$ cat src/rtl/anim_pkg.sv
`default_nettype none
// ============================================================================
// Module   : anim_pkg
// Purpose  : Shared state, mode and width definitions for the LED sweep block.
// Revision : 1.0 - initial release
// ============================================================================
package anim_pkg;

    typedef enum logic [1:0] {
        IDLE = 2'd0,
        RISE = 2'd1,
        FALL = 2'd2,
        NEXT = 2'd3
    } state_t;

    localparam logic [1:0] MODE_CHASE    = 2'b00;
    localparam logic [1:0] MODE_PINGPONG = 2'b01;
    localparam logic [1:0] MODE_ALL      = 2'b10;

    // Width able to hold 0..max_duty inclusive.
    function automatic int dw_of(input int max_duty);
        return $clog2(max_duty + 1);
    endfunction

    // Width of an index/counter covering 0..n-1, never narrower than one bit.
    function automatic int cw_of(input int n);
        return (n > 1) ? $clog2(n) : 1;
    endfunction

endpackage
`default_nettype wire

$ cat src/rtl/led_sweep_ctrl_if.sv
`default_nettype none
// ============================================================================
// Module   : led_sweep_ctrl_if
// Purpose  : Animation-control and LED-side signal bundle of the sweep block.
// Revision : 1.0 - initial release
// ============================================================================
interface led_sweep_ctrl_if
    import anim_pkg::*;
#(
    parameter int N_CH     = 8,
    parameter int MAX_DUTY = 10
) ();

    localparam int DW = dw_of(MAX_DUTY);
    localparam int CW = cw_of(N_CH);

    logic            en;
    logic            start;
    logic [1:0]      mode;
    logic            loop;
    logic [N_CH-1:0] led;
    logic [DW-1:0]   duty;
    logic [CW-1:0]   ch_idx;
    logic            busy;
    logic            done;

    modport master (
        output en, start, mode, loop,
        input  led, duty, ch_idx, busy, done
    );

    modport slave (
        input  en, start, mode, loop,
        output led, duty, ch_idx, busy, done
    );

endinterface
`default_nettype wire

$ cat src/rtl/breath_ramp.sv
`default_nettype none
// ============================================================================
// Module   : breath_ramp
// Purpose  : Step timer plus 0 -> MAX_DUTY -> 0 duty ramp for one channel visit.
// Revision : 1.0 - initial release
// ============================================================================
module breath_ramp
    import anim_pkg::*;
#(
    parameter int MAX_DUTY   = 10,
    parameter int STEP_TICKS = 20,
    parameter int DW         = dw_of(MAX_DUTY)
) (
    input  logic          clk,
    input  logic          rst_n,
    input  logic          go_i,
    input  logic          abort_i,
    output logic [DW-1:0] duty_o,
    output logic          peak_o,
    output logic          ramp_done_o
);

    localparam int SW = cw_of(STEP_TICKS);

    logic          active_q, active_d;
    logic          fall_q,   fall_d;
    logic [SW-1:0] step_q,   step_d;
    logic [DW-1:0] duty_q,   duty_d;
    logic          step_w;

    assign step_w      = active_q && (step_q == SW'(STEP_TICKS - 1));
    assign peak_o      = step_w && !fall_q && (duty_q == DW'(MAX_DUTY));
    assign ramp_done_o = step_w &&  fall_q && (duty_q == '0);
    assign duty_o      = duty_q;

    always_comb begin
        active_d = active_q;
        fall_d   = fall_q;
        step_d   = step_q;
        duty_d   = duty_q;
        if (abort_i) begin
            active_d = 1'b0;
            fall_d   = 1'b0;
            step_d   = '0;
            duty_d   = '0;
        end else if (go_i) begin
            active_d = 1'b1;
            fall_d   = 1'b0;
            step_d   = '0;
            duty_d   = '0;
        end else if (active_q) begin
            step_d = step_w ? '0 : step_q + SW'(1);
            if (step_w) begin
                if (!fall_q) begin
                    // Reaching the peak flips direction without touching duty.
                    if (duty_q == DW'(MAX_DUTY)) fall_d = 1'b1;
                    else                         duty_d = duty_q + DW'(1);
                end else begin
                    if (duty_q == '0) active_d = 1'b0;
                    else              duty_d   = duty_q - DW'(1);
                end
            end
        end
    end

    always_ff @(posedge clk) begin
        if (!rst_n) begin
            active_q <= 1'b0;
            fall_q   <= 1'b0;
            step_q   <= '0;
            duty_q   <= '0;
        end else begin
            active_q <= active_d;
            fall_q   <= fall_d;
            step_q   <= step_d;
            duty_q   <= duty_d;
        end
    end

endmodule
`default_nettype wire

$ cat src/rtl/led_sweep_ctrl.sv
`default_nettype none
// ============================================================================
// Module   : led_sweep_ctrl
// Purpose  : Schedules the shared breathing ramp across LED channels; PWM out.
// Revision : 1.0 - initial release
// ============================================================================
module led_sweep_ctrl
    import anim_pkg::*;
#(
    parameter int N_CH       = 8,
    parameter int MAX_DUTY   = 10,
    parameter int STEP_TICKS = 20
) (
    input  logic             clk,
    input  logic             rst_n,
    led_sweep_ctrl_if.slave  bus
);

    localparam int DW = dw_of(MAX_DUTY);
    localparam int CW = cw_of(N_CH);
    localparam int PW = cw_of(MAX_DUTY);
    localparam logic [CW-1:0] LAST_CH = CW'(N_CH - 1);
    localparam logic [CW-1:0] ONE_CH  = CW'(1);

    state_t          state_q, state_d;
    logic [CW-1:0]   ch_q,    ch_d;
    logic            down_q,  down_d;
    logic [1:0]      mode_q,  mode_d;
    logic            loop_q,  loop_d;
    logic [PW-1:0]   pwm_q,   pwm_d;
    logic            done_q,  done_d;
    logic            busy_q;
    logic            go_w, peak_w, ramp_done_w, pass_end_w, turn_w;
    logic [DW-1:0]   duty_w;
    logic [N_CH-1:0] led_w;

    breath_ramp #(
        .MAX_DUTY   (MAX_DUTY),
        .STEP_TICKS (STEP_TICKS),
        .DW         (DW)
    ) u_ramp (
        .clk         (clk),
        .rst_n       (rst_n),
        .go_i        (go_w),
        .abort_i     (!bus.en),
        .duty_o      (duty_w),
        .peak_o      (peak_w),
        .ramp_done_o (ramp_done_w)
    );

    always_comb begin
        state_d    = state_q;
        ch_d       = ch_q;
        down_d     = down_q;
        mode_d     = mode_q;
        loop_d     = loop_q;
        done_d     = 1'b0;
        go_w       = 1'b0;
        pass_end_w = 1'b0;
        turn_w     = 1'b0;
        if (!bus.en) begin
            state_d = IDLE;
            ch_d    = '0;
            down_d  = 1'b0;
        end else begin
            case (state_q)
                IDLE: begin
                    if (bus.start) begin
                        state_d = RISE;
                        mode_d  = bus.mode;
                        loop_d  = bus.loop;
                        ch_d    = '0;
                        down_d  = 1'b0;
                        go_w    = 1'b1;
                    end
                end
                RISE: if (peak_w)      state_d = FALL;
                FALL: if (ramp_done_w) state_d = NEXT;
                NEXT: begin
                    case (mode_q)
                        MODE_ALL: pass_end_w = 1'b1;
                        MODE_PINGPONG: begin
                            if (N_CH == 1) begin
                                pass_end_w = 1'b1;
                            end else begin
                                // Turning at the top channel counts as heading down already.
                                turn_w = down_q || (ch_q == LAST_CH);
                                if (turn_w && (ch_q == ONE_CH)) begin
                                    pass_end_w = 1'b1;
                                end else if (turn_w) begin
                                    down_d = 1'b1;
                                    ch_d   = ch_q - ONE_CH;
                                end else begin
                                    ch_d   = ch_q + ONE_CH;
                                end
                            end
                        end
                        default: begin
                            if (ch_q == LAST_CH) pass_end_w = 1'b1;
                            else                 ch_d       = ch_q + ONE_CH;
                        end
                    endcase
                    if (pass_end_w) begin
                        ch_d   = '0;
                        down_d = 1'b0;
                        if (loop_q) begin
                            state_d = RISE;
                            go_w    = 1'b1;
                        end else begin
                            state_d = IDLE;
                            done_d  = 1'b1;
                        end
                    end else begin
                        state_d = RISE;
                        go_w    = 1'b1;
                    end
                end
                default: state_d = IDLE;
            endcase
        end
    end

    always_comb begin
        pwm_d = pwm_q + PW'(1);
        if ((state_d == IDLE) || (state_q == IDLE) || (pwm_q == PW'(MAX_DUTY - 1))) begin
            pwm_d = '0;
        end
    end

    always_comb begin
        led_w = '0;
        for (int i = 0; i < N_CH; i++) begin
            led_w[i] = busy_q && ((mode_q == MODE_ALL) || (ch_q == CW'(i)))
                       && (DW'(pwm_q) < duty_w);
        end
    end

    always_ff @(posedge clk) begin
        if (!rst_n) begin
            state_q <= IDLE;
            ch_q    <= '0;
            down_q  <= 1'b0;
            mode_q  <= MODE_CHASE;
            loop_q  <= 1'b0;
            pwm_q   <= '0;
            done_q  <= 1'b0;
            busy_q  <= 1'b0;
        end else begin
            state_q <= state_d;
            ch_q    <= ch_d;
            down_q  <= down_d;
            mode_q  <= mode_d;
            loop_q  <= loop_d;
            pwm_q   <= pwm_d;
            done_q  <= done_d;
            busy_q  <= (state_d != IDLE);
        end
    end

    assign bus.led    = led_w;
    assign bus.duty   = duty_w;
    assign bus.ch_idx = ch_q;
    assign bus.busy   = busy_q;
    assign bus.done   = done_q;

endmodule
`default_nettype wire

$ cat src/flat_wrapper.sv
// flat-port wrapper written by rule: the top's interface ports become plain ports
module led_sweep_ctrl_flat import anim_pkg::*;
#(
    parameter int N_CH       = 8,
    parameter int MAX_DUTY   = 10,
    parameter int STEP_TICKS = 20
)
  (clk, rst_n, bus_en, bus_start, bus_mode, bus_loop, bus_led, bus_duty, bus_ch_idx, bus_busy, bus_done);
  led_sweep_ctrl_if #(.N_CH(N_CH), .MAX_DUTY(MAX_DUTY)) bus_i ();
  input  logic clk;
  input  logic rst_n;
  input wire logic [$bits(bus_i.en)-1:0] bus_en;
  input wire logic [$bits(bus_i.start)-1:0] bus_start;
  input wire logic [$bits(bus_i.mode)-1:0] bus_mode;
  input wire logic [$bits(bus_i.loop)-1:0] bus_loop;
  output wire logic [$bits(bus_i.led)-1:0] bus_led;
  output wire logic [$bits(bus_i.duty)-1:0] bus_duty;
  output wire logic [$bits(bus_i.ch_idx)-1:0] bus_ch_idx;
  output wire logic [$bits(bus_i.busy)-1:0] bus_busy;
  output wire logic [$bits(bus_i.done)-1:0] bus_done;
  assign bus_i.en = bus_en;
  assign bus_i.start = bus_start;
  assign bus_i.mode = bus_mode;
  assign bus_i.loop = bus_loop;
  assign bus_led = bus_i.led;
  assign bus_duty = bus_i.duty;
  assign bus_ch_idx = bus_i.ch_idx;
  assign bus_busy = bus_i.busy;
  assign bus_done = bus_i.done;
  led_sweep_ctrl #(.N_CH(N_CH), .MAX_DUTY(MAX_DUTY), .STEP_TICKS(STEP_TICKS)) u_core (.clk(clk), .rst_n(rst_n), .bus(bus_i));
endmodule
$ cat config.mk
export PLATFORM = sky130hd
export DESIGN_NAME = led_sweep_ctrl_flat
export DESIGN_NICKNAME = d
export VERILOG_FILES = /design/src/rtl/anim_pkg.sv /design/src/rtl/led_sweep_ctrl_if.sv /design/src/rtl/breath_ramp.sv /design/src/rtl/led_sweep_ctrl.sv /design/src/flat_wrapper.sv
export SDC_FILE = /design/constraint.sdc
export NUM_CORES = 1
export LEC_CHECK = 0
export CAP_MARGIN = 40
export CORE_MARGIN = 1
export CORE_UTILIZATION = 35
export CTS_CLUSTER_SIZE = 24
export DETAILED_ROUTE_END_ITERATION = 10
export MAX_ROUTING_LAYER = met4
export SLEW_MARGIN = 0
export SYNTH_ARGS = -nofsm -noshare
export SYNTH_HDL_FRONTEND = slang
export SYNTH_SLANG_ARGS = --single-unit
export TNS_END_PERCENT = 50
$ cat constraint.sdc
create_clock -name clk -period 2.5 [get_ports clk]
set_input_delay 0.25 -clock clk [delete_from_list [all_inputs] [get_ports clk]]
set_output_delay 0.25 -clock clk [all_outputs]
set_load 0.005 [all_outputs]
### After elaboration in Yosys (flattened, before gate mapping)

Index checks and enable logic that the tools add are counted.

* flip-flop bits (word level): 26
* input port bits: 7
* output and inout bits: 17
* word-level logic and storage cells: 136

* $add $sub $neg: 6
* $lt $le $gt $ge: 1
* equality and inequality tests: 24
* mux-type cells: 42
* bitwise logic cells: 2
* reduce and logical (&&, ||, !) cells: 49

Operator list (number)
* 1-bit 2-to-1 mux: 23
* 1-bit logical AND: 22
* 3-bit 2-to-1 mux: 5
* 3-bit == test, second input constant: 4
* 4-bit 2-to-1 mux: 3
* 3-bit one-hot mux with 2 select lines: 2
* 1-bit logical OR: 11
* 5-bit AND reduction: 2
* 4-bit by 1-bit adder with 4-bit output, second input constant: 2
* 4-bit == test, second input constant: 2
* 2-bit 2-to-1 mux: 4
* 2-bit one-hot mux with 4 select lines: 1
* 4-bit AND reduction: 2
* 2-bit == test, second input constant: 3
* 3-bit by 2-bit == test with 1-bit output, second input constant: 2
* 2-bit != test, second input constant: 3
* 3-bit by 2-bit != test with 1-bit output, second input constant: 2
* 1-bit one-hot mux with 2 select lines: 3
* 5-bit by 1-bit adder with 5-bit output, second input constant: 1
* 5-bit == test, second input constant: 1
* 5-bit 2-to-1 mux: 1
* 2-bit by 1-bit == test with 1-bit output, second input constant: 2
* 2-bit logical NOT: 2
* 4-bit logical NOT: 1
* other kinds (17): 20

### Logic depth before layout (Yosys ltp)

* depth in word-level cells: 14
* depth in mapped cells: 8
* gate-level depth less buffers: 7

### Modules after synthesis

Synthesis repeated with hierarchy kept, for this count alone.

* cell total of the unflattened synthesis: 219
* area total of the unflattened synthesis: 1860.5 µm²

Modules (own cells, without submodules)
* led_sweep_ctrl: instances 1, cells an instance 146, area each 1242.4 µm², seq. area each 300.3 µm²
* breath_ramp: instances 1, cells an instance 73, area each 618.1 µm², seq. area each 220.2 µm²

### Worst setup path after synthesis

OpenSTA, ideal clock, no wires.

* kind: flip-flop to flip-flop
* start: reg u_core.ch_q[0] (netlist: u_core.bus.ch_idx[0])
* end: reg u_core.u_ramp.active_q
* setup time: 0.115 ns
* arrival time: 1.796 ns
* required time: 2.385 ns
* slack: 0.589 ns
* stages on the path, launching flop included: 9
* path buffers: 1
* clock period less this slack: 1.911 ns
* path through: dfxtp_1 -> ha_1 -> ha_1 -> nor2b_2 -> a211o_1 -> o21ai_2 -> a21oi_2 -> buf_6 -> o21ba_1

* longest elaborated chain between the ends: 11
* elaborated cells on any way between the ends: 13
* those cells by class: 2 x eq/ne; 9 x mux; 2 x reduce/logical

RTL lines
* start, declared: line led_sweep_ctrl.sv:26 `logic [CW-1:0] ch_q, ch_d;`
* start signal, assigned: line led_sweep_ctrl.sv:150 `ch_q <= ch_d;`
* 3-bit == test: line led_sweep_ctrl.sv:87, led_sweep_ctrl.sv:99
* 1-bit logical OR: line led_sweep_ctrl.sv:87 `turn_w = down_q || (ch_q == LAST_CH);`
* 1-bit logical AND: line led_sweep_ctrl.sv:88 `if (turn_w && (ch_q == ONE_CH)) begin`
* 1-bit 2-to-1 mux: line led_sweep_ctrl.sv:88
* 1-bit one-hot mux with 2 select lines *: line led_sweep_ctrl.sv:80 `case (mode_q)`
* 1-bit 2-to-1 mux *: line led_sweep_ctrl.sv:66 `case (state_q)`
* 1-bit 2-to-1 mux *: line led_sweep_ctrl.sv:61 `if (!bus.en) begin`
* 1-bit 2-to-1 mux *: line led_sweep_ctrl.sv:103 `if (pass_end_w) begin`
* 1-bit one-hot mux with 2 select lines *: line led_sweep_ctrl.sv:66
* 1-bit 2-to-1 mux *: line led_sweep_ctrl.sv:61
* 1-bit 2-to-1 mux *: line breath_ramp.sv:46 `end else if (go_i) begin`
* end signal, assigned: line breath_ramp.sv:73 `active_q <= active_d;`
* end, declared: line breath_ramp.sv:25 `logic active_q, active_d;`

Every way passes the cells marked *; elsewhere a longest branch is shown, timed or not. The select of a mux whose other input is x is not followed.
A chain may end at the register's enable or synchronous reset.

### Worst setup path after layout

* start: reg u_core.ch_q[1] (netlist: u_core.bus.ch_idx[1])
* end: reg u_core.u_ramp.active_q

The elaborated chain is that of the path after synthesis.

==> results.tsv <==
metric	value	unit
status	completed	
ctsHtreeMaxLevel	1	
ir_drop	0.297	mV
synth_area_leader_cell	dfxtp_1	
io_pins	24	
root_buffer	clkbuf_8	
cts_resized	1	
comb_power_share	12.5	%
rsz0062_at_grt	false	
die_w	75.6	um
fin_skew	2.27	ps
route.detailed.drc	0	
avgViaCountPerCell	4.81	
fill_cells	523	
synth_edf_count	0	
drt_pass1_iterations	4	
fmax	447	MHz
slew_headroom	48.5	%
yosys_warnings	0	
grt_max_degree	18	
slowest_delay	630	ps
antenna_found_initial	0	
ant_nets	0	
hold_path_class	flop to flop	
setup_viol	0	
drive_gt1_share	14.1	%
gp_congestion	0.916	
worstPathRequired	2720	ps
wire_per_inst	12.0	um
fp.dieArea	5720	sq um
cp_top_family	compound AO/OA/AOI/OAI gates	
crit_fanout	11	
crit_chain	ha_1 > ha_1 > o21a_1 > nor3_2 > o21ai_2 > a21oi_2 > o21ba_1	
grtUsageMet1	22.1	%
syn_area_per_cell	8.67	sq um
globalRouteMet2Util	21.6	%
ys_seq_elements	26	
worstSetupPathType	flop to flop	
fin_nets	280	
synth_fp_nets	250	
multi_input_area	1260	sq um
tns	0	ps
grt-busiest-layer	met1	
grt_pass1_wl	6480	um
drv_cap	0	
powerDensity	343	nW/um^2
cts_buffers	3	
cpMostUsedCell	ha_1	
grt_pass1_vias	1373	
fp-row-count	26	
path_clk_slew	90	ps
worst_pin_slew	772	ps
async_flop_share	0	%
crit_buf_inv	0	
p_switching	189	uW
start_kind	flop	
areaGrowthSynthToFinish	21.7	%
die_y	75.6	um
clockPowerShare	34.0	%
vias	1531	
hold_viol_final	0	
slew_viol_final	0	
period_needed	2240	ps
cts_hold_buf	0	
leakagePower	0.000978	uW
slowest_stage	a21oi_2	
yosys-top-cells-area	dfxtp_1 (27%), ha_1 (15%), a21oi_1 (5.3%)	
worstPathArrival	2450	ps
core	5170	sq um
regArea	524	sq um
port_buffers	23	
start_util	36.7	%
dp_hpwl	2960	um
drt_iter0_markers	92	
yosysUniqueCellTypes	52	
yosysSeqAreaShare	27.4	%
seqPwrFrac	53.6	%
use_met3	2.78	%
finalCritPeriodShare	89.4	%
syn_area	1900	sq um
final_core_utilization	44.7	%
cts_setup_buffers	0	
diodes	0	
cp-end-kind	flop	
synth_top_area_share	27.4	%
syn_inst	219	
cts_buffer_depth	2	
power.internal	604	uW
switching_share	23.9	%
synth_flop_cell	dfxtp_1	
insertion_delay	270	ps
overflow	0	
clkSinkCount	26	
cts_tree	done	
gr-usage-all-layers	15.3	%
wirelength	3820	um
-- power groups by stage --
stage	clock, uW	sequential (uW)	combinational [uW]
floorplan	0	434	72.0
global placement	0	435	100
detailed placement	0	435	99.2
CTS	285	426	99.8
global route	296	426	111
finish	269	425	99.1
-- kinds of logic (layout without fill, tap and decap cells) --
| kind of cell | after synthesis | after routing | share of synthesized area (%) |
|---|---|---|---|
| simple gates | 75 | 75 | 23.4 |
| xor+xnor | 9 | 9 | 4.15 |
| flops | 26 | 26 | 27.4 |
| compound gates | 55 | 55 | 20.2 |
| mux | 5 | 5 | 2.64 |
| buf+inv | 25 | 54 | 5.93 |
| fa+ha+maj | 24 | 24 | 16.2 |
-- worst register-to-register path: cells and delay by family (launching register included) --
kind | cells | cell delay [ps]
AOI/OAI and AO/OA | 4 | 1170
adders and majority gates | 2 | 460
DFF | 1 | 350
and+or+nand+nor | 1 | 200
-- flip-flops by register name, summed over array words and instances (netlist names) --
register and cells:
u_core.bus.busy 1, u_core.bus.ch_idx 3, u_core.bus.done 1, u_core.down_q 1
u_core.loop_q 1, u_core.mode_q 2, u_core.pwm_q 4, u_core.state_q 2
u_core.u_ramp.active_q 1, u_core.u_ramp.duty_o 4, u_core.u_ramp.fall_q 1, u_core.u_ramp.step_q 5
-- placed cells by master (no fill, tap or decap), types with 2 or more instances in the layout --
master	n
o21bai_1	2
o21ai_2	3
ha_1	23
a2111oi_2	2
o21a_1	3
a21oi_1	20
o21ai_0	4
buf_4	7
nor4_1	4
clkbuf_8	4
xor2_1	2
clkdlybuf4s50_1	15
nand2_1	6
nor3_2	9
a211oi_2	2
nor2b_1	8
dlymetal6s2s_1	8
nand2_2	2
o21ai_1	3
a21o_1	2
nand2b_1	6
a31oi_1	3
inv_1	19
mux2i_1	5
dfxtp_1	25
xnor2_1	7
nor2_1	24
nand3_1	4
-- cells in the mapped netlist, types with 5 or more instances --
master and n:
nor2b_1 8, dfxtp_1 26, nand2_1 6, inv_1 19
nor3_2 9, nor2_1 24, a21oi_1 20, xnor2_1 7
nand2b_1 6, ha_1 23, mux2i_1 5
-- final cells by class --
type	count	area share (%)
Tap cell	70	3.79
Sequential cell	26	22.7
Inverter	20	3.25
Clock buffer	4	2.38
Multi-Input combinational cell	168	54.8
Timing Repair Buffer	30	13.1
-- routing by layer --
layer | vias up | share of wire, %
met2 | 12 | 43
met3 | 4 | 1.6
met4 | 0 | 1.0
li1 | 824 | -
met5 | - | 0
met1 | 691 | 55
-- stage by stage --
| stage | power [uW] | area, sq um | hold slack, ps | setup slack, ps | cells |
|---|---|---|---|---|---|
| 6_report | 793 | 2310 | 527 | 264 | 318 |
| 5_1_grt | 833 | 2310 | 577 | 106 | 318 |
| 4_1_cts | 810 | 2290 | 514 | 28.4 | 318 |
| 3_5_place_dp | 535 | 2230 | 491 | 251 | 314 |
| 3_3_place_gp | 535 | 2230 | 479 | 256 | 314 |
| 2_1_floorplan | 506 | 1900 | 378 | 589 | 219 |
-- worst paths after layout --
| path | start | endpoint | slack (ps) | cells past startpoint |
|---|---|---|---|---|
| setup / recovery | u_core.bus.ch_idx[1] | u_core.u_ramp.active_q | 260 | 7 |
| hold / removal | u_core.pwm_q[0] | u_core.pwm_q[0] | 530 | 1 |
| setup reg to reg | u_core.bus.ch_idx[1] | u_core.u_ramp.active_q | 260 | 7 |
| hold reg to reg | u_core.pwm_q[0] | u_core.pwm_q[0] | 530 | 1 |
(Power assumes the default switching activity.)
